File: config.mk
export PLATFORM = sky130hd
export DESIGN_NAME = led_scan_rx
export DESIGN_NICKNAME = d
export VERILOG_FILES = /design/src/rtl/led_scan_rx.sv
export SDC_FILE = /design/constraint.sdc
export NUM_CORES = 1
export LEC_CHECK = 0
export ABC_AREA = 0
export BUFFER_PORTS_ARGS = -buffer_cell sky130_fd_sc_hd__buf_2
export CAP_MARGIN = 10
export CORE_MARGIN = 1.5
export CORE_UTILIZATION = 61
export CTS_BUF_LIST = sky130_fd_sc_hd__clkbuf_4 sky130_fd_sc_hd__clkbuf_8
export DETAILED_ROUTE_END_ITERATION = 10
export HOLD_SLACK_MARGIN = 0.02
export PLACE_DENSITY = 0.84
export RECOVER_POWER = 100
export SLEW_MARGIN = 20
export SYNTH_ARGS = -nofsm -noshare
export SYNTH_HDL_FRONTEND = slang
export SYNTH_SLANG_ARGS = --single-unit
export TNS_END_PERCENT = 10
File: constraint.sdc
create_clock -name clk -period 5.12 [get_ports clk]
set_input_delay 0.512 -clock clk [delete_from_list [all_inputs] [get_ports clk]]
set_output_delay 0.512 -clock clk [all_outputs]
set_load 0.01 [all_outputs]
File: src/rtl/led_scan_rx.sv
// led_scan_rx: rebuilds the static 6-digit image from a multiplexed 7-segment scan bus.
// Build option LED_SCAN_RX_SYNC_EN inserts a 2-FF synchronizer ahead of the input stage.
module led_scan_rx #(
    parameter int unsigned SETTLE_CYC  = 4,
    parameter int unsigned TIMEOUT_CYC = 200000
) (
    input  logic        clk,
    input  logic        rst_n,
    input  logic [6:0]  i_seg,
    input  logic        i_seg_dp,
    input  logic [5:0]  i_seg_enb,
    output logic [41:0] o_six_digit_seg,
    output logic [5:0]  o_six_dp,
    output logic [23:0] o_six_num,
    output logic [5:0]  o_dec_err,
    output logic        o_frame_valid,
    output logic        o_seq_err,
    output logic        o_link_up
);
    localparam int unsigned NDIG = 6;
    localparam int unsigned CW   = $clog2(SETTLE_CYC + 1);
    localparam int unsigned TW   = $clog2(TIMEOUT_CYC + 1);

    typedef enum logic [0:0] {ST_WAIT_SYNC, ST_COLLECT} state_t;

    // Segment pattern -> {err, number}; blank maps to E without error
    function automatic logic [4:0] dec7(input logic [6:0] p);
        case (p)
            7'b1111110: dec7 = {1'b0, 4'h0};
            7'b0110000: dec7 = {1'b0, 4'h1};
            7'b1101101: dec7 = {1'b0, 4'h2};
            7'b1111001: dec7 = {1'b0, 4'h3};
            7'b0110011: dec7 = {1'b0, 4'h4};
            7'b1011011: dec7 = {1'b0, 4'h5};
            7'b1011111: dec7 = {1'b0, 4'h6};
            7'b1110000: dec7 = {1'b0, 4'h7};
            7'b1111111: dec7 = {1'b0, 4'h8};
            7'b1110011: dec7 = {1'b0, 4'h9};
            7'b0000000: dec7 = {1'b0, 4'hE};
            default:    dec7 = {1'b1, 4'hF};
        endcase
    endfunction

    logic [6:0] w_seg_in;
    logic       w_dp_in;
    logic [5:0] w_enb_in;

`ifdef LED_SCAN_RX_SYNC_EN
    logic [13:0] r_sync1;
    logic [13:0] r_sync2;

    always_ff @(posedge clk or negedge rst_n) begin
        if (!rst_n) begin
            r_sync1 <= '0;
            r_sync2 <= '0;
        end else begin
            r_sync1 <= {i_seg, i_seg_dp, i_seg_enb};
            r_sync2 <= r_sync1;
        end
    end
    assign {w_seg_in, w_dp_in, w_enb_in} = r_sync2;
`else
    assign w_seg_in = i_seg;
    assign w_dp_in  = i_seg_dp;
    assign w_enb_in = i_seg_enb;
`endif

    logic [6:0]    r_s_seg;
    logic          r_s_dp;
    logic [5:0]    r_s_enb;
    logic [5:0]    r_prev_enb;
    logic [CW-1:0] r_stable_cnt;
    logic [TW-1:0] r_idle_cnt;
    logic [2:0]    r_last_idx;
    logic          r_last_vld;
    logic [6:0]    r_sh_seg [NDIG];
    logic [5:0]    r_sh_dp;
    state_t        r_state;
    logic [2:0]    r_expect;
    logic [41:0]   r_six_digit_seg;
    logic [5:0]    r_six_dp;
    logic [23:0]   r_six_num;
    logic [5:0]    r_dec_err;
    logic          r_frame_valid;
    logic          r_seq_err;
    logic          r_link_up;

    logic [5:0]    w_enb_lo;
    logic          w_valid;
    logic [2:0]    w_idx;
    logic          w_changed;
    logic [CW-1:0] w_cnt_nxt;
    logic          w_capture;
    logic [TW-1:0] w_idle_nxt;
    logic          w_timeout;
    state_t        w_state_nxt;
    logic [2:0]    w_expect_nxt;
    logic          w_link_nxt;
    logic          w_seq_err_nxt;
    logic          w_load;
    logic [41:0]   w_img_seg;
    logic [5:0]    w_img_dp;
    logic [23:0]   w_img_num;
    logic [5:0]    w_img_err;

    // Single register stage; everything downstream runs on these copies
    always_ff @(posedge clk or negedge rst_n) begin
        if (!rst_n) begin
            r_s_seg <= '0;
            r_s_dp  <= 1'b0;
            r_s_enb <= '0;
        end else begin
            r_s_seg <= w_seg_in;
            r_s_dp  <= w_dp_in;
            r_s_enb <= w_enb_in;
        end
    end

    assign w_enb_lo  = ~r_s_enb;
    assign w_valid   = $onehot(w_enb_lo);
    assign w_changed = (r_s_enb != r_prev_enb);

    always_comb begin
        w_idx = '0;
        for (int k = 0; k < NDIG; k++) begin
            if (w_enb_lo[k]) w_idx = 3'(k);
        end
    end

    always_comb begin
        w_cnt_nxt = r_stable_cnt;
        if (w_changed)                               w_cnt_nxt = '0;
        else if (r_stable_cnt != CW'(SETTLE_CYC))    w_cnt_nxt = r_stable_cnt + CW'(1);
    end

    // A glitch back to the digit just captured belongs to the same dwell
    assign w_capture = w_valid && (w_cnt_nxt == CW'(SETTLE_CYC - 1))
                       && !(r_last_vld && (r_last_idx == w_idx));

    always_comb begin
        w_idle_nxt = r_idle_cnt;
        if (w_capture)                                   w_idle_nxt = '0;
        else if (r_idle_cnt != TW'(TIMEOUT_CYC - 1))     w_idle_nxt = r_idle_cnt + TW'(1);
    end

    assign w_timeout = !w_capture && (w_idle_nxt == TW'(TIMEOUT_CYC - 1))
                       && (r_idle_cnt != TW'(TIMEOUT_CYC - 1));

    always_ff @(posedge clk or negedge rst_n) begin
        if (!rst_n) begin
            r_prev_enb   <= '0;
            r_stable_cnt <= '0;
            r_idle_cnt   <= '0;
            r_last_idx   <= '0;
            r_last_vld   <= 1'b0;
        end else begin
            r_prev_enb   <= r_s_enb;
            r_stable_cnt <= w_cnt_nxt;
            r_idle_cnt   <= w_idle_nxt;
            if (w_capture) begin
                r_last_idx <= w_idx;
                r_last_vld <= 1'b1;
            end else if (w_timeout) begin
                r_last_vld <= 1'b0;
            end
        end
    end

    always_ff @(posedge clk or negedge rst_n) begin
        if (!rst_n) begin
            for (int k = 0; k < NDIG; k++) r_sh_seg[k] <= '0;
            r_sh_dp <= '0;
        end else if (w_capture) begin
            r_sh_seg[w_idx] <= r_s_seg;
            r_sh_dp[w_idx]  <= r_s_dp;
        end
    end

    always_ff @(posedge clk or negedge rst_n) begin
        if (!rst_n) r_state <= ST_WAIT_SYNC;
        else        r_state <= w_state_nxt;
    end

    always_comb begin
        w_state_nxt   = r_state;
        w_expect_nxt  = r_expect;
        w_link_nxt    = r_link_up;
        w_seq_err_nxt = 1'b0;
        w_load        = 1'b0;
        case (r_state)
            ST_WAIT_SYNC: begin
                if (w_capture && (w_idx == 3'd0)) begin
                    w_state_nxt  = ST_COLLECT;
                    w_expect_nxt = 3'd1;
                end
            end
            ST_COLLECT: begin
                if (w_capture) begin
                    if (w_idx == r_expect) begin
                        if (w_idx == 3'd5) begin
                            w_load       = 1'b1;
                            w_link_nxt   = 1'b1;
                            w_state_nxt  = ST_WAIT_SYNC;
                            w_expect_nxt = '0;
                        end else begin
                            w_expect_nxt = r_expect + 3'd1;
                        end
                    end else if (w_idx == 3'd0) begin
                        w_expect_nxt  = 3'd1;
                        w_seq_err_nxt = 1'b1;
                        w_link_nxt    = 1'b0;
                    end else begin
                        w_seq_err_nxt = 1'b1;
                        w_link_nxt    = 1'b0;
                        w_state_nxt   = ST_WAIT_SYNC;
                        w_expect_nxt  = '0;
                    end
                end
            end
            default: w_state_nxt = ST_WAIT_SYNC;
        endcase
        if (w_timeout) begin
            w_link_nxt   = 1'b0;
            w_state_nxt  = ST_WAIT_SYNC;
            w_expect_nxt = '0;
        end
    end

    // Completed image: slots 0..4 from shadow, slot 5 straight from the input stage
    always_comb begin
        w_img_seg = '0;
        w_img_dp  = '0;
        w_img_num = '0;
        w_img_err = '0;
        for (int k = 0; k < NDIG; k++) begin
            w_img_seg[7*k +: 7] = r_sh_seg[k];
            w_img_dp[k]         = r_sh_dp[k];
        end
        w_img_seg[41:35] = r_s_seg;
        w_img_dp[5]      = r_s_dp;
        for (int k = 0; k < NDIG; k++) begin
            {w_img_err[k], w_img_num[4*k +: 4]} = dec7(w_img_seg[7*k +: 7]);
        end
    end

    always_ff @(posedge clk or negedge rst_n) begin
        if (!rst_n) begin
            r_expect        <= '0;
            r_six_digit_seg <= '0;
            r_six_dp        <= '0;
            r_six_num       <= '0;
            r_dec_err       <= '0;
            r_frame_valid   <= 1'b0;
            r_seq_err       <= 1'b0;
            r_link_up       <= 1'b0;
        end else begin
            r_expect      <= w_expect_nxt;
            r_frame_valid <= w_load;
            r_seq_err     <= w_seq_err_nxt;
            r_link_up     <= w_link_nxt;
            if (w_load) begin
                r_six_digit_seg <= w_img_seg;
                r_six_dp        <= w_img_dp;
                r_six_num       <= w_img_num;
                r_dec_err       <= w_img_err;
            end
        end
    end

    assign o_six_digit_seg = r_six_digit_seg;
    assign o_six_dp        = r_six_dp;
    assign o_six_num       = r_six_num;
    assign o_dec_err       = r_dec_err;
    assign o_frame_valid   = r_frame_valid;
    assign o_seq_err       = r_seq_err;
    assign o_link_up       = r_link_up;

endmodule

==> reports/results.tsv, run 1 <==
metric	value	unit
status	complete, but fails checks	
failing checks	max-capacitance violations, max-slew violations	
critical path's most frequent cell	fa_1	
worst r2r src	r_s_enb[3]	
Synth Cell Area	8610	um2
beginning of the worst hold path	i_seg_dp	
slowest CP cell	nor4_2	
worst path bufs/invs	1	
fraction of layout cells with a size suffix above 1	16.8	%
CP delay by family, top	simple AND/OR/NAND/NOR gates	
routed len/inst	17.6	um
Psw	0.636	mW
cell internal pwr	1.84	mW
Syn Inst Count	796	
Worst slew margin	-155	%
R2R setup slack	0.67	ns
Setup TNS Final	0	ns
area post-placement	9080	um2
Worst Reg-to-Reg Cells	9	
Seq cells post-synth	170	
CP Launch Type	flop	
Synth cell types	80	
Reg clk slew, reported paths	0.09	ns
DRC Markers	0	
CTS Hold Buffers Added	0	
Power Dens Cells	266	nW/um2
Tmin final	4.45	ns
global-route wire length before repair	29900	um
largest net degree at the start of global routing	75	
Seq/Total Area, Yosys	49.4	%
Pre-antenna DRT Iters	5	
Layout area overhead	7.90	%
post_cts resized	0	
Post-synth EDFFs	0	
vias in the first global route	5977	
RSZ-0062 raised after global routing	no	
Worst Hold Endpoint	r_s_dp	
yosys synthesis warning count	0	
total of max-cap violations	1	
# H-tree levels	4	
PortBufs	96	
total CTS buffers	17	
commonest cells after routing, fill and taps aside	170 x dfrtp_1, 84 x clkbuf_1, 77 x mux2_2	
mux contribution to synthesized area	12.2	%
multi-input logic area	3940	um2
ys flop type	dfrtp_1	
Overflow after GRT	0	
Peak VDD IR	174	uV
switching power share of the total	25.7	%
reg2reg end	r_sh_seg[9]	
Async SR Flop Fraction	100	%
clock sink count	170	
CP Max Fanout	9	
via count	6514	
Worst Setup End Kind	flop	
ANT nets after route	0	
sequential power share	57.7	%
syn nets	820	
worst clock skew	0.0135	ns
WL final	18400	um
final setup fails	0	
FF+latch area	4250	um2
Root Buffer Master	clkbuf_8	
DRT iter0 DRCs	600	
ant diodes	0	
final instance area	9300	um2
Hold Path Class	input port to flop	
final hold violation count	0	
Max Transition Viols Final	75	
aggregate global-route resource usage	25.8	%
Layout fillers	1059	
Critical Path RT	5.47	ns
worst skew pair latency	0.47	ns
Least-Margin Pin Slew	3.82	ns
CTS tree	yes	
Via-to-Cell Ratio	6.23	
Leakage	4.14	nW
power consumption	2.47	mW
clock share of power	37.4	%
kind of critical path	flop to flop	
hold depth	1	
Avg Cell Area, Syn	10.8	um2
crit-path cells	fa_1 -> inv_1 -> fa_1 -> ha_1 -> fa_1 -> nor4_1 -> nand4_4 -> nor4_2 -> mux2_2	
commonest non-fill, non-tap cell in the layout	dfrtp_1	
Core Region	13800	um2
max incr delay on CP	1.02	ns
I/O pin count	97	
Final period util	87.0	%
Starting Density	62.3	%
nets@finish	876	
die width	122	um
GPL Wtd Cong	0.885	
Rows	43	
DIE AREA	14800	um2
post-CTS setup buffers	0	
largest family of logic cells by synthesized area	simple AND/OR/NAND/NOR gates	
simple logic cell fraction of the synthesized area	17.9	%
adder-cell share of the synthesized area	1.42	%
dpl hpwl	12300	um
Worst Path Arrival	4.80	ns
antenna violations before repair	0	
XOR/XNOR Fraction of Synth Area	3.66	%
post-synthesis compound-gate area fraction	11.2	%
die extent in y	122	um
Comb pwr share	4.9	%
max frequency	225	MHz
CTS Buffer Depth	2	
-- per-layer routing --
layer	share of wire, %	GRT usage [%]	up-vias	wire length [um]
met5	0	0	-	0
met4	1.7	8.97	0	319
met3	6.1	4.92	34	1130
met2	48	40.7	232	8830
met1	44	36.0	3235	8130
li1	-	-	3013	-
-- state kept, by name, indices dropped and copies added, names as in the netlist, 3 cells and up --
signal	cells
r_s_enb	6
o_dec_err	6
o_six_digit_seg	42
r_idle_cnt	18
r_s_seg	7
o_six_num	24
r_prev_enb	6
r_last_idx	3
r_sh_seg	35
r_stable_cnt	3
o_six_dp	6
r_sh_dp	5
r_expect	3
-- per-stage QoR --
stage,utilization [%],cells,hold slack (ns),setup slack (ns)
after floorplan,-,796,0.216,1.35
after detailed placement,65.7,1013,0.453,0.762
final,67.2,1045,0.143,0.667
after global placement,65.7,1013,0.435,0.894
after CTS,68.5,1045,0.0639,0.752
after global routing,67.2,1045,0.117,0.238
-- kinds of logic (layout without fill, tap and decap cells) --
family | count (synthesis) | after routing
adder cells (fa/ha/maj) | 8 | 8
AND/OR/NAND/NOR | 268 | 268
XOR/XNOR | 36 | 36
multiplexers | 94 | 94
buffers and inverters | 84 | 153
AO/OA/AOI/OAI | 136 | 136
flip-flops | 170 | 170
-- area by class of cell --
type | count | share of cell area, %
sequential | 170 | 45.8
multi-input combinational | 542 | 42.4
timing repair buffer | 101 | 4.39
clock buffer | 20 | 2.96
tap | 180 | 2.42
clock inverter | 12 | 1.22
inverter | 20 | 0.808
-- synth_stat cells (4+ instances only) --
cell       count  share of area [%]
a211oi_1       5               0.44
a21oi_1       33                1.9
a31oi_1        8               0.58
a32oi_1        4               0.41
and2_1         4               0.29
and3_1        14                1.0
and4_1         4               0.41
buf_2         17               0.99
buf_4          4               0.35
clkbuf_1      40                1.7
dfrtp_1      170                 49
ha_1           5               0.73
inv_1         18               0.78
mux2_1        14                1.8
mux2_2        77                 10
nand2_1       54                2.4
nand2b_1      11               0.80
nand3_1       22                1.3
nand3b_1      10               0.87
nand4_1       18                1.3
nor2_1        54                2.4
nor3_1        20                1.2
nor3b_1        6               0.52
nor4_1         8               0.58
nor4_4         4               0.99
nor4b_1        5               0.51
o2111ai_1      4               0.41
o211ai_1       4               0.35
o21a_1         7               0.61
o21ai_0       19                1.1
o22a_1         9               0.92
o22ai_1        6               0.44
o32a_1         7               0.81
or3_1          6               0.44
or4_1          9               0.78
xnor2_1       17                1.7
xor2_1        19                1.9
-- how the worst max path moves through the flow --
stage	start	end	depth (start not counted)
final	r_s_enb[3]	r_sh_seg[9]	9
after global routing	rst_n	o_six_num[21]	2
after CTS	r_s_enb[3]	o_six_num[18]	11
after detailed placement	r_s_enb[3]	o_six_num[18]	11
after global placement	r_s_enb[3]	o_six_num[18]	11
after floorplan	r_s_enb[0]	o_six_dp[5]	12
-- power by group through the flow --
| stage | sequential [mW] | combinational (mW) | clock [mW] |
|---|---|---|---|
| 3_3_place_gp | 1.45 | 0.119 | 0 |
| 6_report | 1.43 | 0.120 | 0.926 |
| 2_1_floorplan | 1.41 | 0.105 | 0 |
| 3_5_place_dp | 1.45 | 0.123 | 0 |
| 4_1_cts | 1.43 | 0.125 | 0.942 |
| 5_1_grt | 1.43 | 0.139 | 1.00 |
Power figures use the tool's default switching activity.
==> run 2: changes to the inputs <==
Settings changed: CAP_MARGIN 10 to 5, CORE_UTILIZATION 61 to 55, PLACE_DENSITY 0.84 to 0.8.
Clock period 5.12 ns to 4 ns, I/O delays scaled along.
==> run 2 against run 1 <==
The run still ends with max-capacitance violations, max-slew violations left. First-iteration DRC count grew 3.8%. Fmax grew 18%. Clock-buffer cell count shrank 2. Critical path type unchanged. Critical endpoint is now r_sh_seg[29].
==> reports/results.tsv, run 2 (synthesized netlist as in run 1, its figures left out) <==
metric	value	unit
failing checks	max-capacitance violations, max-slew violations	
dpl hpwl	12300	um
DRC Markers	0	
total CTS buffers	17	
area post-placement	9190	um2
slowest CP cell	fa_1	
I/O pin count	97	
CP Max Fanout	8	
highest metal used	met4	
worst clock skew	0.0151	ns
final instance area	9600	um2
global-route wire length before repair	29700	um
Met2 Routed Length	8740	um
worst skew pair latency	0.46	ns
Max Transition Viols Final	113	
Leakage	4.25	nW
Pre-antenna DRT Iters	5	
commonest cells after routing, fill and taps aside	170 x dfrtp_1, 87 x clkbuf_1, 77 x mux2_2	
Least-Margin Pin Slew	2.72	ns
Power Dens Cells	345	nW/um2
PortBufs	96	
Setup WS post-layout	0.215	ns
max reg flops	42	
CTS tree	yes	
Layout area overhead	11.4	%
met3 WL	1040	um
die extent in y	128	um
max incr delay on CP	0.55	ns
ANT nets after route	0	
Worst Path Arrival	4.13	ns
die width	128	um
commonest non-fill, non-tap cell in the layout	dfrtp_1	
RSZ-0062 raised after global routing	no	
CP Launch Type	flop	
Via-to-Cell Ratio	5.93	
crit-path cells	fa_1 -> inv_1 -> fa_1 -> ha_1 -> fa_1 -> nor4_2 -> buf_4 -> nand4_4 -> nor2_4 -> and4_2 -> mux2_1	
Metal-1 WL	8350	um
Overflow after GRT	0	
fraction of layout cells with a size suffix above 1	17.9	%
Final period util	94.6	%
GPL Wtd Cong	0.917	
via count	6503	
CTS Buffer Depth	2	
nets@finish	897	
total of max-cap violations	1	
post-CTS setup buffers	0	
clock sink count	170	
kind of critical path	flop to flop	
hold depth	1	
Tmin final	3.79	ns
DRT iter0 DRCs	623	
Peak VDD IR	239	uV
ant diodes	0	
Worst slew margin	-81.3	%
Core Util, Final	62.9	%
Hold Path Class	input port to flop	
# H-tree levels	4	
Critical Path RT	4.35	ns
largest net degree at the start of global routing	113	
vias in the first global route	5889	
Rows	45	
status	complete, but fails checks	
Worst Setup End Kind	flop	
max frequency	264	MHz
final hold violation count	0	
Core Region	15300	um2
Post-Place Setup Slack	0.0529	ns
aggregate global-route resource usage	22.8	%
Setup TNS Final	0	ns
final setup fails	0	
Worst Reg-to-Reg Cells	11	
Reg clk slew, reported paths	0.09	ns
power consumption	3.32	mW
Root Buffer Master	clkbuf_8	
DIE AREA	16400	um2
antenna violations before repair	0	
critical path's most frequent cell	fa_1	
routed len/inst	16.7	um
Starting Density	56.5	%
WL final	18300	um
[run 2: cell count changes in the layout (fill, tap and decap cells not counted), sizes merged]
cell and delta:
bufinv +3, inv -1, buf +5, dlygate4sd3 +11, clkbuf +3
[run 2: timing repair]
| action | 4_1_cts | 5_1_grt |
|---|---|---|
| resized for setup | 0 | 4 |
| endpoints found under the hold margin | 11 | 0 |
| hold buffers | 11 | 0 |
| setup endpoints to repair | 0 | 31 |
[run 2: worst paths after layout]
path                                       end          from  slack, ns
setup / recovery                  r_sh_seg[29]    r_s_enb[0]       0.21
hold / removal                      r_s_enb[0]  i_seg_enb[0]       0.05
setup reg to reg                  r_sh_seg[29]    r_s_enb[0]       0.21
hold reg to reg                  r_prev_enb[0]    r_s_enb[0]       0.46
max in group asynchronous        r_prev_enb[0]         rst_n       1.27
min in group asynchronous  o_six_digit_seg[22]         rst_n       0.79
[run 2: layout make-up]
cell class              instances  area [um2]
clock buffers                  18         241
clock inverters                14         195
fillers                      1261        5660
inverters                      20        75.1
multi-input cells             542        4000
flip-flops and latches        170        4250
well taps                     211         264
repair buffers                122         574
[run 2: worst max-delay path, delay by kind of cell, from the launching register on]
| kind | cells | cell delay (ns) |
|---|---|---|
| DFF | 1 | 0.42 |
| muxes | 1 | 0.36 |
| buffers and inverters | 2 | 0.21 |
| and+or+nand+nor | 4 | 1.05 |
| adders and majority gates | 4 | 1.63 |
[run 2: metal layers]
layer  global-route usage, %  vias up
met1                    31.7     3240
met2                    36.5      202
met3                    5.26       15
li1                        -     3046
met4                    5.68        0
met5                       0        -
[run 2: power by group]
| group | switching (mW) | total (mW) | internal, mW |
|---|---|---|---|
| sequential | 0.0741 | 1.82 | 1.75 |
| combinational | 0.104 | 0.169 | 0.0652 |
| clock | 0.632 | 1.32 | 0.689 |
| total | 0.810 | 3.32 | 2.50 |
[run 2: per-stage QoR]
step	cells	hold WS, ns
final	1097	0.0530
after global routing	1097	0.0252
after CTS	1097	0.0210
after detailed placement	1054	0.449
after global placement	1054	0.432
after floorplan	796	0.104
==> run 3: changes to the inputs <==
Settings changed: PLACE_DENSITY 0.8 to unset, PLACE_DENSITY_LB_ADDON set to 0.1.
==> run 3 against run 2 <==
The run still ends with max-capacitance violations, max-slew violations left. Global-route usage increased by 0.67 points. Critical path type unchanged. Sequential power hardly changed. Critical endpoint is now r_sh_seg[20]. First-iteration DRC count fell by 37%. Final area is 0.16% higher. Largest power group unchanged. Sequential share of layout area down 0.069 points. Worst hold slack worse by 0.0096 ns. Routed wire length grew 1.1%.
==> reports/results.tsv, run 3 (synthesized netlist as in run 1, its figures left out) <==
metric	value	unit
status	complete, but fails checks	
failing checks	max-capacitance violations, max-slew violations	
Overflow after GRT	0	
Rows	45	
Layout area overhead	11.6	%
Worst slew margin	-69.2	%
commonest cells after routing, fill and taps aside	170 x dfrtp_1, 88 x clkbuf_1, 77 x mux2_2	
Peak VDD IR	283	uV
Tmin final	3.84	ns
WL final	18500	um
Hold Path Class	input port to flop	
DRT iter0 DRCs	391	
Metal-1 WL	8180	um
fraction of layout cells with a size suffix above 1	17.9	%
PortBufs	96	
Setup crit start	r_s_enb[1]	
antenna violations before repair	0	
global-route wire length before repair	30700	um
die extent in y	128	um
# H-tree levels	4	
DRC Markers	0	
routed len/inst	16.9	um
CP Max Fanout	8	
CTS tree	yes	
Worst Path Arrival	4.18	ns
aggregate global-route resource usage	23.5	%
Worst Setup End Kind	flop	
Reg clk slew, reported paths	0.09	ns
Setup WS post-layout	0.161	ns
worst r2r src	r_s_enb[1]	
clock sink count	170	
worst clock skew	0.0145	ns
final hold violation count	0	
area post-placement	9210	um2
final instance area	9620	um2
Final period util	96.0	%
CTS Buffer Depth	2	
ant diodes	0	
dpl hpwl	12900	um
max incr delay on CP	0.52	ns
Core Region	15300	um2
nets@finish	894	
Starting Density	56.5	%
Pre-antenna DRT Iters	8	
total CTS buffers	17	
Post-Place Setup Slack	0.0225	ns
slowest CP cell	fa_1	
reg2reg end	r_sh_seg[20]	
crit-path cells	fa_1 -> inv_1 -> fa_1 -> ha_1 -> fa_1 -> nor4_1 -> buf_4 -> nand4_4 -> nor2_4 -> and3_2 -> mux2_2	
Setup crit end	r_sh_seg[20]	
highest metal used	met4	
max reg flops	42	
largest net degree at the start of global routing	105	
Worst Reg-to-Reg Cells	11	
met3 WL	877	um
RSZ-0062 raised after global routing	yes	
Core Util, Final	63.0	%
CP Launch Type	flop	
max frequency	260	MHz
Via-to-Cell Ratio	5.94	
kind of critical path	flop to flop	
ANT nets after route	0	
Least-Margin Pin Slew	2.54	ns
Root Buffer Master	clkbuf_8	
total of max-cap violations	1	
worst skew pair latency	0.46	ns
final setup fails	0	
commonest non-fill, non-tap cell in the layout	dfrtp_1	
R2R setup slack	0.16	ns
Max Transition Viols Final	105	
Critical Path RT	4.34	ns
vias in the first global route	6259	
Power Dens Cells	350	nW/um2
via count	6500	
die width	128	um
DIE AREA	16400	um2
critical path's most frequent cell	fa_1	
Placed Cells	1054	
Met2 Routed Length	9150	um
I/O pin count	97	
Non-Filler Instances	1094	
post-CTS setup buffers	0	
Leakage	4.26	nW
GPL Wtd Cong	0.928	
==> run 3: cell types whose count changed in the layout (fill, tap and decap cells not counted), moves of 2 or more <==
cell / change
buf_2: -2
clkbuf_4: +2
clkinv_2: +2
clkinvlp_4: -2
dlygate4sd3_1: -3
inv_6: -2
==> run 3: cell type report <==
class / count / area, um2
fillers: 1253 / 5640
flip-flops and latches: 170 / 4250
multi-input cells: 542 / 4010
repair buffers: 119 / 561
well taps: 211 / 264
clock buffers: 20 / 256
clock inverters: 12 / 198
inverters: 20 / 76.3
==> run 3: worst min path at each step <==
| stage | from | end | slack [ns] | depth (start not counted) |
|---|---|---|---|---|
| floorplan | rst_n | o_dec_err[0] | 0.10 | 0 |
| global placement | r_s_enb[0] | r_prev_enb[0] | 0.44 | 0 |
| detailed placement | r_s_enb[0] | r_prev_enb[0] | 0.46 | 0 |
| CTS | i_seg[3] | r_s_seg[3] | 0.02 | 1 |
| global route | i_seg[6] | r_s_seg[6] | 0.02 | 1 |
| finish | i_seg[4] | r_s_seg[4] | 0.04 | 1 |
==> run 3: critical path, delay by kind of cell (launching register included) <==
kind	cells	cell delay, ns
AND/OR/NAND/NOR	4	1.08
adder cells (fa/ha/maj)	4	1.59
multiplexers	1	0.36
flip-flops	1	0.45
buffers and inverters	2	0.23
==> run 3: repair_timing <==
item	in CTS	in global routing
resized for setup	0	5
hold buffers	0	8
setup endpoints to repair	0	34
hold endpoints to repair	0	8
==> run 3: per-layer routing <==
layer | global-route usage (%) | vias up
met2 | 39.2 | 209
met4 | 7.40 | 0
met5 | 0 | -
li1 | - | 3038
met3 | 4.92 | 25
met1 | 30.9 | 3228
==> run 3: power by group <==
group          leakage (nW)  internal (mW)  switching, mW  total [mW]
Sequential             2.32           1.75         0.0755        1.83
Clock                 0.227          0.762          0.605        1.37
Combinational          1.71         0.0625          0.107       0.170
==> run 3: stage by stage <==
stage | hold slack (ns) | total power [mW] | setup TNS (ns)
final | 0.0434 | 3.36 | 0
after global routing | 0.0208 | 3.50 | -0.0179
after CTS | 0.0210 | 3.39 | 0
after detailed placement | 0.456 | 2.03 | 0
after global placement | 0.436 | 2.01 | 0
after floorplan | 0.104 | 1.94 | 0
